### config.mk
export PLATFORM = sky130hd
export DESIGN_NAME = memoria_notas_prog_flat
export DESIGN_NICKNAME = d
export VERILOG_FILES = /design/src/rtl/memoria_notas_prog_if.sv /design/src/rtl/memoria_notas_prog.sv /design/src/flat_wrapper.sv
export SDC_FILE = /design/constraint.sdc
export NUM_CORES = 1
export LEC_CHECK = 0
export ABC_AREA = 1
export CORE_MARGIN = 5
export CORE_UTILIZATION = 34
export CTS_CLUSTER_DIAMETER = 30
export DETAILED_ROUTE_END_ITERATION = 7
export PLACE_DENSITY = 0.51
export SYNTH_ARGS = -nofsm -noshare
export SYNTH_HDL_FRONTEND = slang
export SYNTH_SLANG_ARGS = --single-unit
### constraint.sdc
create_clock -name clock -period 3.4 [get_ports clock]
set_input_delay 0.34 -clock clock [delete_from_list [all_inputs] [get_ports clock]]
set_output_delay 0.34 -clock clock [all_outputs]
set_load 0.05 [all_outputs]
### src/rtl/memoria_notas_prog_if.sv
// Bus bundle for the programmable note-pattern memory: playback control,
// pattern/length write port and the registered playback outputs.
interface memoria_notas_prog_if #(
  parameter int NUM_NOTAS = 7,
  parameter int SEL_W     = 3,
  parameter int ADDR_W    = 4
);
  logic [SEL_W-1:0]     select_musica;
  logic                 iniciar;
  logic                 parar;
  logic                 modo_loop;
  logic                 tick;
  logic                 wr_en;
  logic [SEL_W-1:0]     wr_musica;
  logic [ADDR_W-1:0]    wr_passo;
  logic [NUM_NOTAS-1:0] wr_dado;
  logic                 wr_len_en;
  logic [ADDR_W:0]      wr_len;
  logic [NUM_NOTAS-1:0] data_out;
  logic [ADDR_W-1:0]    passo_atual;
  logic                 tocando;
  logic                 fim_musica;

  // Controller / testbench side
  modport master (
    output select_musica, iniciar, parar, modo_loop, tick,
    output wr_en, wr_musica, wr_passo, wr_dado, wr_len_en, wr_len,
    input  data_out, passo_atual, tocando, fim_musica
  );

  // Memory / sequencer side
  modport slave (
    input  select_musica, iniciar, parar, modo_loop, tick,
    input  wr_en, wr_musica, wr_passo, wr_dado, wr_len_en, wr_len,
    output data_out, passo_atual, tocando, fim_musica
  );
endinterface

### src/rtl/memoria_notas_prog.sv
// Programmable note-pattern RAM with playback sequencer. Songs are stored
// as PASSOS consecutive words; the song index forms the upper address bits.
// The read address is chosen combinationally from the next step, so a tick
// updates passo_atual and data_out on the same edge.
module memoria_notas_prog #(
  parameter int NUM_NOTAS   = 7,
  parameter int NUM_MUSICAS = 8,
  parameter int PASSOS      = 16,
  parameter int SEL_W       = 3,
  parameter int ADDR_W      = 4
) (
  input  logic clock,
  input  logic reset,
  memoria_notas_prog_if.slave bus
);

  localparam int              DEPTH   = NUM_MUSICAS * PASSOS;
  localparam logic [ADDR_W:0] LEN_MAX = (ADDR_W + 1)'(PASSOS);

  typedef enum logic {OCIOSO, TOCANDO} estado_t;

  estado_t              estado;
  logic [NUM_NOTAS-1:0] mem [DEPTH];
  logic [ADDR_W:0]      len_reg [NUM_MUSICAS];
  logic [SEL_W-1:0]     musica_ativa;
  logic [ADDR_W-1:0]    passo_reg;
  logic [NUM_NOTAS-1:0] data_reg;
  logic                 tocando_reg;
  logic                 fim_reg;

  logic [ADDR_W:0]          passo_inc;
  logic                     fim_passo;
  logic                     avanca;
  logic [SEL_W+ADDR_W-1:0]  rd_addr;
  logic [ADDR_W:0]          len_clamp;

  // End of song when the next step would reach the stored length. Using >=
  // means a length shrunk below the current step ends on the next tick.
  assign passo_inc = {1'b0, passo_reg} + 1'b1;
  assign fim_passo = (passo_inc >= len_reg[musica_ativa]);
  assign avanca    = (estado == TOCANDO) && bus.tick;

  // Select the RAM word that becomes data_out on the coming edge
  always_comb begin
    rd_addr = {musica_ativa, passo_inc[ADDR_W-1:0]};
    if (bus.iniciar) begin
      rd_addr = {bus.select_musica, {ADDR_W{1'b0}}};
    end else if (fim_passo) begin
      rd_addr = {musica_ativa, {ADDR_W{1'b0}}};
    end
  end

  // Clamp requested song length into 1..PASSOS
  always_comb begin
    len_clamp = bus.wr_len;
    if (bus.wr_len == '0) begin
      len_clamp = (ADDR_W + 1)'(1);
    end else if (bus.wr_len > LEN_MAX) begin
      len_clamp = LEN_MAX;
    end
  end

  // Pattern RAM write port; no reset so it maps onto block RAM
  always_ff @(posedge clock) begin
    if (bus.wr_en) begin
      mem[{bus.wr_musica, bus.wr_passo}] <= bus.wr_dado;
    end
  end

  // Per-song length registers, full length after reset
  always_ff @(posedge clock or negedge reset) begin
    if (!reset) begin
      for (int i = 0; i < NUM_MUSICAS; i++) begin
        len_reg[i] <= LEN_MAX;
      end
    end else if (bus.wr_len_en) begin
      for (int i = 0; i < NUM_MUSICAS; i++) begin
        if (bus.wr_musica == SEL_W'(i)) begin
          len_reg[i] <= len_clamp;
        end
      end
    end
  end

  // Playback FSM: parar beats iniciar beats tick; all outputs registered
  always_ff @(posedge clock or negedge reset) begin
    if (!reset) begin
      estado       <= OCIOSO;
      musica_ativa <= '0;
      passo_reg    <= '0;
      data_reg     <= '0;
      tocando_reg  <= 1'b0;
      fim_reg      <= 1'b0;
    end else begin
      fim_reg <= 1'b0;
      if (bus.parar) begin
        estado      <= OCIOSO;
        passo_reg   <= '0;
        data_reg    <= '0;
        tocando_reg <= 1'b0;
      end else if (bus.iniciar) begin
        musica_ativa <= bus.select_musica;
        estado       <= TOCANDO;
        passo_reg    <= '0;
        data_reg     <= mem[rd_addr];
        tocando_reg  <= 1'b1;
      end else if (avanca) begin
        if (fim_passo) begin
          fim_reg   <= 1'b1;
          passo_reg <= '0;
          if (bus.modo_loop) begin
            data_reg <= mem[rd_addr];
          end else begin
            estado      <= OCIOSO;
            data_reg    <= '0;
            tocando_reg <= 1'b0;
          end
        end else begin
          passo_reg <= passo_inc[ADDR_W-1:0];
          data_reg  <= mem[rd_addr];
        end
      end
    end
  end

  assign bus.data_out    = data_reg;
  assign bus.passo_atual = passo_reg;
  assign bus.tocando     = tocando_reg;
  assign bus.fim_musica  = fim_reg;

endmodule

### src/flat_wrapper.sv
// flat-port wrapper written by rule: the top's interface ports become plain ports
module memoria_notas_prog_flat 
#(
  parameter int NUM_NOTAS   = 7,
  parameter int NUM_MUSICAS = 8,
  parameter int PASSOS      = 16,
  parameter int SEL_W       = 3,
  parameter int ADDR_W      = 4
)
  (clock, reset, bus_select_musica, bus_iniciar, bus_parar, bus_modo_loop, bus_tick, bus_wr_en, bus_wr_musica, bus_wr_passo, bus_wr_dado, bus_wr_len_en, bus_wr_len, bus_data_out, bus_passo_atual, bus_tocando, bus_fim_musica);
  memoria_notas_prog_if #(.NUM_NOTAS(NUM_NOTAS), .SEL_W(SEL_W), .ADDR_W(ADDR_W)) bus_i ();
  input  logic clock;
  input  logic reset;
  input wire logic [$bits(bus_i.select_musica)-1:0] bus_select_musica;
  input wire logic [$bits(bus_i.iniciar)-1:0] bus_iniciar;
  input wire logic [$bits(bus_i.parar)-1:0] bus_parar;
  input wire logic [$bits(bus_i.modo_loop)-1:0] bus_modo_loop;
  input wire logic [$bits(bus_i.tick)-1:0] bus_tick;
  input wire logic [$bits(bus_i.wr_en)-1:0] bus_wr_en;
  input wire logic [$bits(bus_i.wr_musica)-1:0] bus_wr_musica;
  input wire logic [$bits(bus_i.wr_passo)-1:0] bus_wr_passo;
  input wire logic [$bits(bus_i.wr_dado)-1:0] bus_wr_dado;
  input wire logic [$bits(bus_i.wr_len_en)-1:0] bus_wr_len_en;
  input wire logic [$bits(bus_i.wr_len)-1:0] bus_wr_len;
  output wire logic [$bits(bus_i.data_out)-1:0] bus_data_out;
  output wire logic [$bits(bus_i.passo_atual)-1:0] bus_passo_atual;
  output wire logic [$bits(bus_i.tocando)-1:0] bus_tocando;
  output wire logic [$bits(bus_i.fim_musica)-1:0] bus_fim_musica;
  assign bus_i.select_musica = bus_select_musica;
  assign bus_i.iniciar = bus_iniciar;
  assign bus_i.parar = bus_parar;
  assign bus_i.modo_loop = bus_modo_loop;
  assign bus_i.tick = bus_tick;
  assign bus_i.wr_en = bus_wr_en;
  assign bus_i.wr_musica = bus_wr_musica;
  assign bus_i.wr_passo = bus_wr_passo;
  assign bus_i.wr_dado = bus_wr_dado;
  assign bus_i.wr_len_en = bus_wr_len_en;
  assign bus_i.wr_len = bus_wr_len;
  assign bus_data_out = bus_i.data_out;
  assign bus_passo_atual = bus_i.passo_atual;
  assign bus_tocando = bus_i.tocando;
  assign bus_fim_musica = bus_i.fim_musica;
  memoria_notas_prog #(.NUM_NOTAS(NUM_NOTAS), .NUM_MUSICAS(NUM_MUSICAS), .PASSOS(PASSOS), .SEL_W(SEL_W), .ADDR_W(ADDR_W)) u_core (.clock(clock), .reset(reset), .bus(bus_i));
endmodule
After elaboration in Yosys (flattened, before gate mapping)

Memory sizes are Yosys's and may differ from the RTL's.
Cells that the tools add are included.

Flip-flop bits (word level): 56
Latch bits: 0
Bits in writable memories: 896
ROM bits: 0
Input port bits: 30
Output and inout port bits: 13
Logic and storage cells: 70
Memories: 1

Add/sub/neg operators: 1
$mul: 0
Div/mod/pow operators: 0
$lt $le $gt $ge: 3
Equal/unequal tests: 8
Shifts and indexed selects: 0
Mux-type cells: 27
Bitwise operators: 2
Reduce and logical (&&, ||, !) cells: 15

Memories:

| memory     | depth | bits a word | read ports | clocked after Yosys merged registers in | write ports | RTL line                 | source |
|---|---|---|---|---|---|---|---|
| u_core.mem | 128   | 7           | 1          | 0                                       | 1           | memoria_notas_prog.sv:23 | `logic [NUM_NOTAS-1:0] mem [DEPTH];` |

Operator list:

| kind                                                            | number |
|---|---|
| 7-bit 2-to-1 mux                                                | 6 |
| 4-bit 2-to-1 mux                                                | 5 |
| 5-bit 2-to-1 mux                                                | 4 |
| 2-bit AND reduction                                             | 9 |
| 5-bit binary-select mux with 3-bit select                       | 1 |
| 3-bit == test, second input constant                            | 4 |
| 1-bit 2-to-1 mux                                                | 11 |
| 3-bit by 2-bit == test with 1-bit output, second input constant | 2 |
| 3-bit nonzero test                                              | 2 |
| 4-bit by 1-bit adder with 5-bit output, second input constant   | 1 |
| 5-bit greater-or-equal comparator                               | 1 |
| 5-bit greater-than comparator, second input constant            | 1 |
| 5-bit zero test                                                 | 1 |
| 4-bit greater-or-equal comparator, second input constant        | 1 |
| 3-bit inverter with 4-bit output                                | 1 |
| 3-bit by 1-bit == test with 1-bit output, second input constant | 1 |
| 3-bit zero test                                                 | 1 |
| 3-bit != test, second input constant                            | 1 |
| 3-bit AND reduction                                             | 1 |
| 1-bit logical AND                                               | 1 |
| 1-bit inverter                                                  | 1 |

Depth between registers and ports, before layout

Gate-level depths: netlist (run 1).
An unclocked memory read counts as a cell.

Word-level depth: 13
Mapped depth: 24
Gate-level depth less buffers: 21

Worst setup path before layout (run 1)

Ideal clock, no wire load.

Path kind: register to register
Start point: register u_core.passo_reg[0], in the netlist u_core.bus.passo_atual[0]
End point: register u_core.data_reg[0], in the netlist u_core.bus.data_out[0]
Library setup time: 118 ps
Data arrival time: 3046 ps
Data required time: 3282 ps
Slack: 236 ps
Stages on the path, launching flop included: 20
Path buffers: 3
Period minus slack after synthesis: 3164 ps
Path through: dfrtp_1 -> ha_1 -> xor2_1 -> ha_1 -> nand2_1 -> nand2_1 -> a21oi_4 -> and2_1 -> buf_2 -> nand3_1 -> inv_1 -> buf_2 -> buf_2 -> nand3_1 -> nand3_1 -> nand3_1 -> nand2_1 -> nand2_1 -> nand3_1 -> nand2_1

Longest elaborated chain between the ends: 10

RTL lines:

| element                                  | RTL line                  | source |
|---|---|---|
| from (decl)                              | memoria_notas_prog.sv:26  | `logic [ADDR_W-1:0] passo_reg;` |
| from (signal assigned)                   | memoria_notas_prog.sv:119 | `passo_reg <= passo_inc[ADDR_W-1:0];` |
| 4-bit by 1-bit adder with 5-bit output * | memoria_notas_prog.sv:39  | `assign passo_inc = {1'b0, passo_reg} + 1'b1;` |
| 5-bit greater-or-equal comparator        | memoria_notas_prog.sv:40  | `assign fim_passo = (passo_inc >= len_reg[musica_ativa]);` |
| 4-bit 2-to-1 mux                         | memoria_notas_prog.sv:48  | `end else if (fim_passo) begin` |
| 7-bit 2-to-1 mux                         | memoria_notas_prog.sv:46  | `if (bus.iniciar) begin` |
| memory read 128 x 7 bit                  | --                        |  |
| 7-bit 2-to-1 mux                         | memoria_notas_prog.sv:111 | `if (bus.modo_loop) begin` |
| 7-bit 2-to-1 mux                         | memoria_notas_prog.sv:108 | `if (fim_passo) begin` |
| 7-bit 2-to-1 mux                         | memoria_notas_prog.sv:107 | `end else if (avanca) begin` |
| 7-bit 2-to-1 mux *                       | memoria_notas_prog.sv:101 | `end else if (bus.iniciar) begin` |
| 7-bit 2-to-1 mux *                       | memoria_notas_prog.sv:96  | `if (bus.parar) begin` |
| to (signal assigned)                     | memoria_notas_prog.sv:105 | `data_reg <= mem[rd_addr];` |
| to (signal assigned)                     | memoria_notas_prog.sv:112 | `data_reg <= mem[rd_addr];` |
| to (signal assigned)                     | memoria_notas_prog.sv:120 | `data_reg <= mem[rd_addr];` |
| to (decl)                                | memoria_notas_prog.sv:27  | `logic [NUM_NOTAS-1:0] data_reg;` |

Every way passes the cells marked *; elsewhere a longest branch is shown, timed or not. The select of a mux whose other input is x is not followed.
A chain may end at the register's enable or synchronous reset.

Worst setup path in the final report (run 1)

Start point: register u_core.musica_ativa[0]
End point: register u_core.data_reg[5], in the netlist u_core.bus.data_out[5]

Longest elaborated chain between the ends: 13

RTL lines:

| element                                                | RTL line                  | source |
|---|---|---|
| from (decl)                                            | memoria_notas_prog.sv:25  | `logic [SEL_W-1:0] musica_ativa;` |
| from (signal assigned)                                 | memoria_notas_prog.sv:102 | `musica_ativa <= bus.select_musica;` |
| 3-bit inverter with 4-bit output (not written as such) | memoria_notas_prog.sv:40  |  |
| 5-bit binary-select mux with 3-bit select              | memoria_notas_prog.sv:40  |  |
| 5-bit 2-to-1 mux (not written as such) (2 in a row)    | memoria_notas_prog.sv:40  |  |
| 5-bit greater-or-equal comparator                      | memoria_notas_prog.sv:40  |  |
| 4-bit 2-to-1 mux                                       | memoria_notas_prog.sv:48  |  |
| 7-bit 2-to-1 mux                                       | memoria_notas_prog.sv:46  |  |
| memory read 128 x 7 bit                                | --                        |  |
| 7-bit 2-to-1 mux                                       | memoria_notas_prog.sv:111 |  |
| 7-bit 2-to-1 mux                                       | memoria_notas_prog.sv:108 |  |
| 7-bit 2-to-1 mux                                       | memoria_notas_prog.sv:107 |  |
| 7-bit 2-to-1 mux *                                     | memoria_notas_prog.sv:101 |  |
| 7-bit 2-to-1 mux *                                     | memoria_notas_prog.sv:96  |  |

Marked as above.

==> flow_metrics.py, run 1 <==
metrics = {
    "sta": {
        "period_share_pct": 104,
        "skew_ps": 27.2,
        "fmax_mhz": 283,
        "holdWs_ps": 78.6,
        "setup_viol": 7,
        "fin_crit_ps": 3530,
        "setup_ws_ps": -129,
        "final_hold_viol_count": 0,
        "slew_headroom_pct": 20.4,
        "rsz0062_at_grt": "yes",
        "worstMarginPinSlew_ps": 1190,
        "drv_slew": 0,
    },
    "power_and_ir_drop": {
        "swShare_pct": 26.4,
        "comb_power_share_pct": 13.8,
        "vdd.ir_drop.worst_uv": 618,
        "p_int_mw": 28.1,
        "p_leak_nw": 19.8,
        "power_per_cell_area_nw_per_um2": 703,
        "p_seq_share_pct": 34.3,
        "clockPowerShare_pct": 51.8,
        "switchingPower_mw": 10.1,
    },
    "die": {
        "die_y_um": 355,
        "pin_count": 43,
        "coreArea_um2": 118000,
        "die-area_um2": 126000,
        "rows": 126,
        "start_util_pct": 34.2,
        "die_w_um": 355,
    },
    "global_routing": {
        "overflow": 0,
        "grt_max_degree": 129,
        "grt_pass1_wl_um": 202000,
        "grt_pass1_vias": 30600,
        "antenna_found_initial": 2,
        "track_usage_pct": 21.3,
    },
    "finish": {
        "largest_reg_flops": 896,
        "fillers": 10600,
        "final_cells": 5588,
        "drive_gt1_share_pct": 24.1,
        "multi_input_area_um2": 11700,
        "area_growth_pct": 34.6,
        "regArea_um2": 28300,
        "nets": 3912,
        "post-route-util_pct": 46.1,
    },
    "route": {
        "via_count": 31000,
        "drc": 0,
        "first_pass_iters": 7,
        "ant_nets": 0,
        "wl_per_cell_um": 25.1,
        "postRouteWirelength_um": 140000,
        "avgViaCountPerCell": 5.55,
        "drt-initial-drc-count": 3280,
    },
    "synthesis": {
        "mappedNetlistNets": 3544,
        "synth_seq_cells": 952,
        "ys_types": 30,
        "avgSynthCellArea_um2": 11.5,
        "yosysSeqAreaShare_pct": 70.0,
        "synthFlopType": "edfxtp_1",
        "synth_commonest_cells": "nand3_1 (971), edfxtp_1 (896), nand2_1 (560), nand4_1 (365), clkbuf_1 (179)",
        "syn_area_um2": 40400,
        "synth_edf_count": 896,
        "yosys.area.top_type_share_pct": 66.6,
        "synth.largest_area_cell": "edfxtp_1",
        "netlist_instances": 3508,
        "async_flop_share_pct": 5.88,
        "synthTopCellsByArea": "edfxtp_1 (67%), nand3_1 (12%), nand4_1 (5.6%)",
        "yosys_warnings": 0,
        "synth.most_common_cell": "nand3_1",
    },
    "clocking": {
        "cts_tree": "yes",
        "clock_latency_ps": 790,
        "cts_sinks": 952,
        "cts_buffer_depth": 3,
        "clkTransAtPathRegs_ps": 50,
        "cts_buffers": 204,
        "root_buffer": "clkbuf_16",
        "cts_max_level": 4,
    },
    "placed_design": {
        "dp.cells": 5153,
        "io_buffers": 42,
        "routabilityCongestion": 0.868,
        "post-dp-hpwl_um": 79600,
    },
    "critical_path": {
        "reg2reg_from": "u_core.musica_ativa[0]$_DFFE_PN0P_",
        "cp_top_family": "buffers and inverters",
        "cp.required_ps": 4080,
        "critPathMaxFanout": 6,
        "worst-path-buf-inv": 9,
        "cp.arrival_ps": 4210,
        "cp-startpoint": "u_core.musica_ativa[0]$_DFFE_PN0P_",
        "crit_top_cell": "nand2_1",
        "slowest_delay_ps": 390,
        "start_kind": "flip-flop",
        "critical_path_class": "reg2reg",
        "cp_slowest_cell": "dfrtp_1",
        "endpoint_kind": "flip-flop",
    },
    "job": {
        "drv_cap": 0,
    },
    "status": {
        "violations": "setup timing",
        "outcome": "finished with violations",
    },
    "hold_path": {
        "hp-start": "bus_wr_dado[3]",
        "hold_class": "in2reg",
    },
}
path summary, 6_finish.rpt:
kind	slack [ps]	depth (start not counted)	to
hold reg to reg	480	2	u_core.len_reg[14]$_DFFE_PN1P_
max in group asynchronous	2220	3	u_core.len_reg[39]$_DFFE_PN1P_
setup / recovery	-130	25	u_core.bus.data_out[5]$_DFFE_PN0P_
hold / removal	80	1	u_core.mem[90][3]$_DFFE_PP_
min in group asynchronous	270	2	u_core.len_reg[10]$_DFFE_PN0P_
setup reg to reg	-130	25	u_core.bus.data_out[5]$_DFFE_PN0P_
per-stage QoR:
step	TNS [ps]	power, mW	cell area (um^2)	setup slack [ps]
floorplan	0	15.7	40400	236
global placement	-2100	17.9	45000	-364
detailed placement	-2310	17.9	45000	-394
CTS	-369	38.1	53500	-64.1
global route	-1870	39.5	54400	-288
finish	-670	38.3	54400	-129
per-layer routing:
layer  global-route usage (%)  share of wire (%)
met4                     7.19                2.8
met1                     29.7                 43
met5                        0                  0
met3                     4.83                8.3
met2                     33.0                 46
timing repair:
action | CTS | global route
pin swaps | 42 | 40
endpoints found under the hold margin | 64 | 0
hold buffers | 2 | 0
buffers inserted | 14 | 6
gates resized for setup | 186 | 115
endpoints found under the setup margin | 7 | 7
gates cloned | 18 | 14
cell families after synthesis:
logic type / share of synthesized area [%]
xor+xnor: 0.0433
flops: 70.0
simple gates: 24.7
compound gates: 1.21
fa+ha+maj: 0.186
buf+inv: 3.80
area by class of cell:
| cell class | instances | share of cell area [%] |
|---|---|---|
| sequential | 952 | 52.0 |
| multi-input combinational | 2183 | 21.5 |
| timing repair buffer | 459 | 9.63 |
| clock buffer | 229 | 9.59 |
| tap | 1536 | 3.53 |
| clock inverter | 152 | 3.18 |
| inverter | 76 | 0.533 |
| antenna | 1 | 0.00460 |
layout by cell type (no fill, tap or decap), types with 17 or more instances in the layout:
cell type        instances
nand2_1                540
inv_1                   69
buf_16                  22
nand3_4                 19
nor2_1                 173
nand3_2                153
nand3_1                800
buf_4                  287
clkbuf_1                24
clkdlybuf4s50_1         34
nand4_1                365
nand2_2                 17
buf_12                  63
a21oi_1                 21
edfxtp_1               896
bufinv_16               29
clkinv_2                42
clkinv_1                25
dfrtp_1                 48
clkbuf_16              217
o21ai_0                 35
clkinvlp_4              21
buf_6                   28
power by group through the flow:
stage               Sequential [mW]  Combinational [mW]  Clock, mW
finish                         13.1                5.30       19.8
global route                   13.1                5.66       20.7
CTS                            13.1                4.97       20.0
detailed placement             13.3                4.53          0
global placement               13.3                4.54          0
floorplan                      13.3                2.40          0
worst register-to-register path, delay by kind of cell, from the launching register on:
family	cells	cell delay (ps)
buffers and inverters	9	1140
AND/OR/NAND/NOR	11	1010
AO/OA/AOI/OAI	4	600
flip-flops	1	390
adder cells (fa/ha/maj)	1	290
(Power assumes the default switching activity.)
==> run 2, diff against run 1 <==
--- a/config.mk
+++ b/config.mk
@@ -5,7 +5,6 @@
 export SDC_FILE = /design/constraint.sdc
 export NUM_CORES = 1
 export LEC_CHECK = 0
-export ABC_AREA = 1
 export CORE_MARGIN = 5
 export CORE_UTILIZATION = 34
 export CTS_CLUSTER_DIAMETER = 30
==> run 2 against run 1 <==
Effect of this change: the flow still finishes with violations (setup timing); maximum frequency shrank 9.2%; final cell count shrank 17%; die area shrank 5.5%; first-iteration DRC count shrank 13%; routed wire length shrank 7.3%; global-route usage grew 0.25 points; area after synthesis shrank 5.7%; flip-flop and latch count is the same; utilization grew 0.15 points; final area shrank 5.7%; critical path depth shrank 8; combinational power grew 20%; critical path type unchanged; critical endpoint is now u_core.bus.data_out[3]$_DFFE_PN0P_; highest routed layer unchanged.
==> flow_metrics.py, run 2 <==
metrics = {
    "status": {
        "outcome": "finished with violations",
        "violations": "setup timing",
    },
    "synthesis": {
        "synth.most_common_cell": "edfxtp_1",
        "synthTopCellsByArea": "edfxtp_1 (71%), dfrtp_1 (3.2%), mux2i_1 (3.0%)",
        "synth_commonest_cells": "edfxtp_1 (896), nor2_1 (193), o22ai_1 (128), mux2i_1 (116), o21ai_0 (112)",
        "synth_seq_cells": 952,
        "synth_edf_count": 896,
        "avgSynthCellArea_um2": 15.6,
        "netlist_instances": 2449,
        "synth_top_family_by_area": "compound AO/OA/AOI/OAI gates",
        "synth_simple_gate_area_share_pct": 5.97,
        "syn_area_um2": 38100,
        "yosys.area.top_type_share_pct": 70.6,
        "synth-xor-area-share_pct": 0.0656,
        "mappedNetlistNets": 2485,
        "synth_compound_area_share_pct": 11.0,
        "synthFlopType": "edfxtp_1",
        "ys_types": 76,
        "synthAdderAreaFrac_pct": 0.197,
        "async_flop_share_pct": 5.88,
        "muxShareOfSynthArea_pct": 6.68,
        "yosys_warnings": 0,
        "synth.largest_area_cell": "edfxtp_1",
        "yosysSeqAreaShare_pct": 74.3,
    },
    "finish": {
        "mostFrequentLayoutCells": "edfxtp_1 (896), buf_4 (389), clkbuf_16 (194)",
        "fillers": 9620,
        "mostFrequentLayoutCell": "edfxtp_1",
        "largest_reg_flops": 896,
        "post-route-util_pct": 46.2,
        "nets": 3022,
        "drive_gt1_share_pct": 31.8,
        "area_growth_pct": 34.5,
    },
    "sta": {
        "fin_crit_ps": 3890,
        "worstMarginPinSlew_ps": 865,
        "slew_headroom_pct": 42.4,
        "fmax_mhz": 257,
        "setup_ws_ps": -488,
        "drv_slew": 0,
        "setup_viol": 7,
        "skew_ps": 22.6,
        "holdWs_ps": 151,
        "period_share_pct": 114,
        "rsz0062_at_grt": "yes",
        "final_hold_viol_count": 0,
    },
    "global_routing": {
        "grt_max_degree": 74,
        "antenna_found_initial": 6,
        "grt_pass1_vias": 25900,
        "track_usage_pct": 21.6,
        "grt.met1_usage_pct": 29.9,
        "grtUsageMet3_pct": 4.37,
        "overflow": 0,
        "top_usage_layer": "met2",
        "use_met2_pct": 33.9,
        "grt_pass1_wl_um": 186000,
    },
    "power_and_ir_drop": {
        "comb_power_share_pct": 16.5,
        "power_per_cell_area_nw_per_um2": 748,
        "p_seq_share_pct": 34.3,
        "clockPowerShare_pct": 49.2,
        "swShare_pct": 26.8,
        "p_int_mw": 28.1,
        "p_leak_nw": 17.3,
        "vdd.ir_drop.worst_uv": 621,
        "switchingPower_mw": 10.3,
    },
    "route": {
        "avgViaCountPerCell": 5.56,
        "via_count": 25800,
        "drt-initial-drc-count": 2858,
        "wl_per_cell_um": 28.1,
        "ant_nets": 0,
        "postRouteWirelength_um": 130000,
        "first_pass_iters": 6,
        "drc": 0,
    },
    "critical_path": {
        "reg2reg_from": "u_core.musica_ativa[0]$_DFFE_PN0P_",
        "cp.arrival_ps": 4520,
        "start_kind": "flip-flop",
        "cp_cell_sequence": "buf_6 > mux4_2 > mux2i_4 > ha_4 > buf_4 > a211oi_4 > buf_4 > buf_4 > o21ai_4 > buf_12 > buf_12 > nor3_1 > nor4_1 > buf_4 > a211oi_1 > a2111o_1 > nand3b_1",
        "cp_slowest_cell": "mux4_2",
        "worst-path-buf-inv": 7,
        "slowest_delay_ps": 520,
        "critical_path_cell_count": 17,
        "endpoint_kind": "flip-flop",
        "r2r_end": "u_core.bus.data_out[3]$_DFFE_PN0P_",
        "cp-startpoint": "u_core.musica_ativa[0]$_DFFE_PN0P_",
        "critical_path_class": "reg2reg",
        "crit_top_cell": "buf_4",
        "cp.required_ps": 4030,
        "r2r_cells": 17,
        "r2r_setup_slack_ps": -490,
        "cp_top_family": "compound AO/OA/AOI/OAI gates",
        "crit_end": "u_core.bus.data_out[3]$_DFFE_PN0P_",
        "critPathMaxFanout": 5,
    },
    "clocking": {
        "clock_latency_ps": 760,
        "cts_tree": "yes",
        "cts_buffer_depth": 3,
        "cts_max_level": 4,
        "cts_buffers": 188,
        "root_buffer": "clkbuf_16",
        "clkTransAtPathRegs_ps": 50,
        "cts_sinks": 952,
    },
    "die": {
        "start_util_pct": 34.4,
        "die_w_um": 345,
        "die-area_um2": 119000,
        "rows": 122,
        "coreArea_um2": 111000,
        "die_y_um": 345,
        "pin_count": 43,
    },
    "job": {
        "drv_cap": 0,
    },
    "placed_design": {
        "routabilityCongestion": 0.949,
        "post-dp-hpwl_um": 84900,
        "io_buffers": 42,
    },
    "hold_path": {
        "hold_class": "in2reg",
    },
}
[run 2: changes by cell type after synthesis, moves of 67 or more]
cell      change
nand4_1     -348
clkbuf_1     -98
inv_1        -67
nand3_1     -945
mux2_2       +91
mux2i_1     +116
o22ai_1     +114
nand2_1     -453
[run 2: power groups by stage]
stage / Clock [mW] / Sequential, mW / Combinational [mW]
floorplan: 0 / 13.4 / 2.75
global placement: 0 / 13.4 / 5.57
detailed placement: 0 / 13.4 / 5.59
CTS: 19.1 / 13.2 / 6.09
global route: 19.8 / 13.2 / 6.59
finish: 18.9 / 13.2 / 6.35
[run 2: final cells by class]
cell class	count	area [um^2]	area share, %
flip-flops and latches	952	28300	55.2
diodes	2	5.00	0.00976
repair buffers	501	4680	9.12
well taps	1488	1860	3.63
clock inverters	131	1700	3.30
multi-input cells	1335	9800	19.1
inverters	8	30.0	0.0585
clock buffers	217	4910	9.57
[run 2: metrics by stage]
step / setup slack [ps] / instances / cell area [um^2] / power [mW] / setup TNS, ps
floorplan: -346 / 2449 / 38400 / 16.1 / -2170
detailed placement: -871 / 4247 / 43700 / 19.0 / -5120
CTS: -480 / 4623 / 51000 / 38.4 / -3210
global route: -557 / 4632 / 51300 / 39.5 / -3710
global placement: -900 / 4247 / 43700 / 18.9 / -5370
finish: -488 / 4634 / 51300 / 38.4 / -3090
[run 2: logic make-up after synthesis]
family,count (synthesis)
muxes,223
xor gates and xnor gates,2
adders and majority gates,6
AOI/OAI and AO/OA,608
buffers and inverters,163
and+or+nand+nor,495
DFF,952
[run 2: repair_timing]
item,4_1_cts,5_1_grt
hold buffers,1,0
gates resized for setup,99,34
setup endpoints to repair,9,9
endpoints found under the hold margin,30,0
pin swaps,35,18
buffers inserted,24,9
cloned,4,2
[run 2: routing by layer]
layer	wire, um	vias up
li1	-	11000
met1	54700	13100
met2	60300	1364
met3	10900	267
met4	4370	0
met5	0	-
[run 2: how the worst min path moves through the flow]
stage          depth (start not counted)                            endpoint            from
2_1_floorplan                          0  u_core.bus.data_out[0]$_DFFE_PN0P_           reset
3_3_place_gp                           1      u_core.len_reg[28]$_DFFE_PN0P_           reset
3_5_place_dp                           1      u_core.len_reg[23]$_DFFE_PN0P_           reset
4_1_cts                                1         u_core.mem[74][2]$_DFFE_PP_  bus_wr_dado[2]
5_1_grt                                1         u_core.mem[85][2]$_DFFE_PP_  bus_wr_dado[2]
6_report                               1         u_core.mem[13][5]$_DFFE_PP_  bus_wr_dado[5]
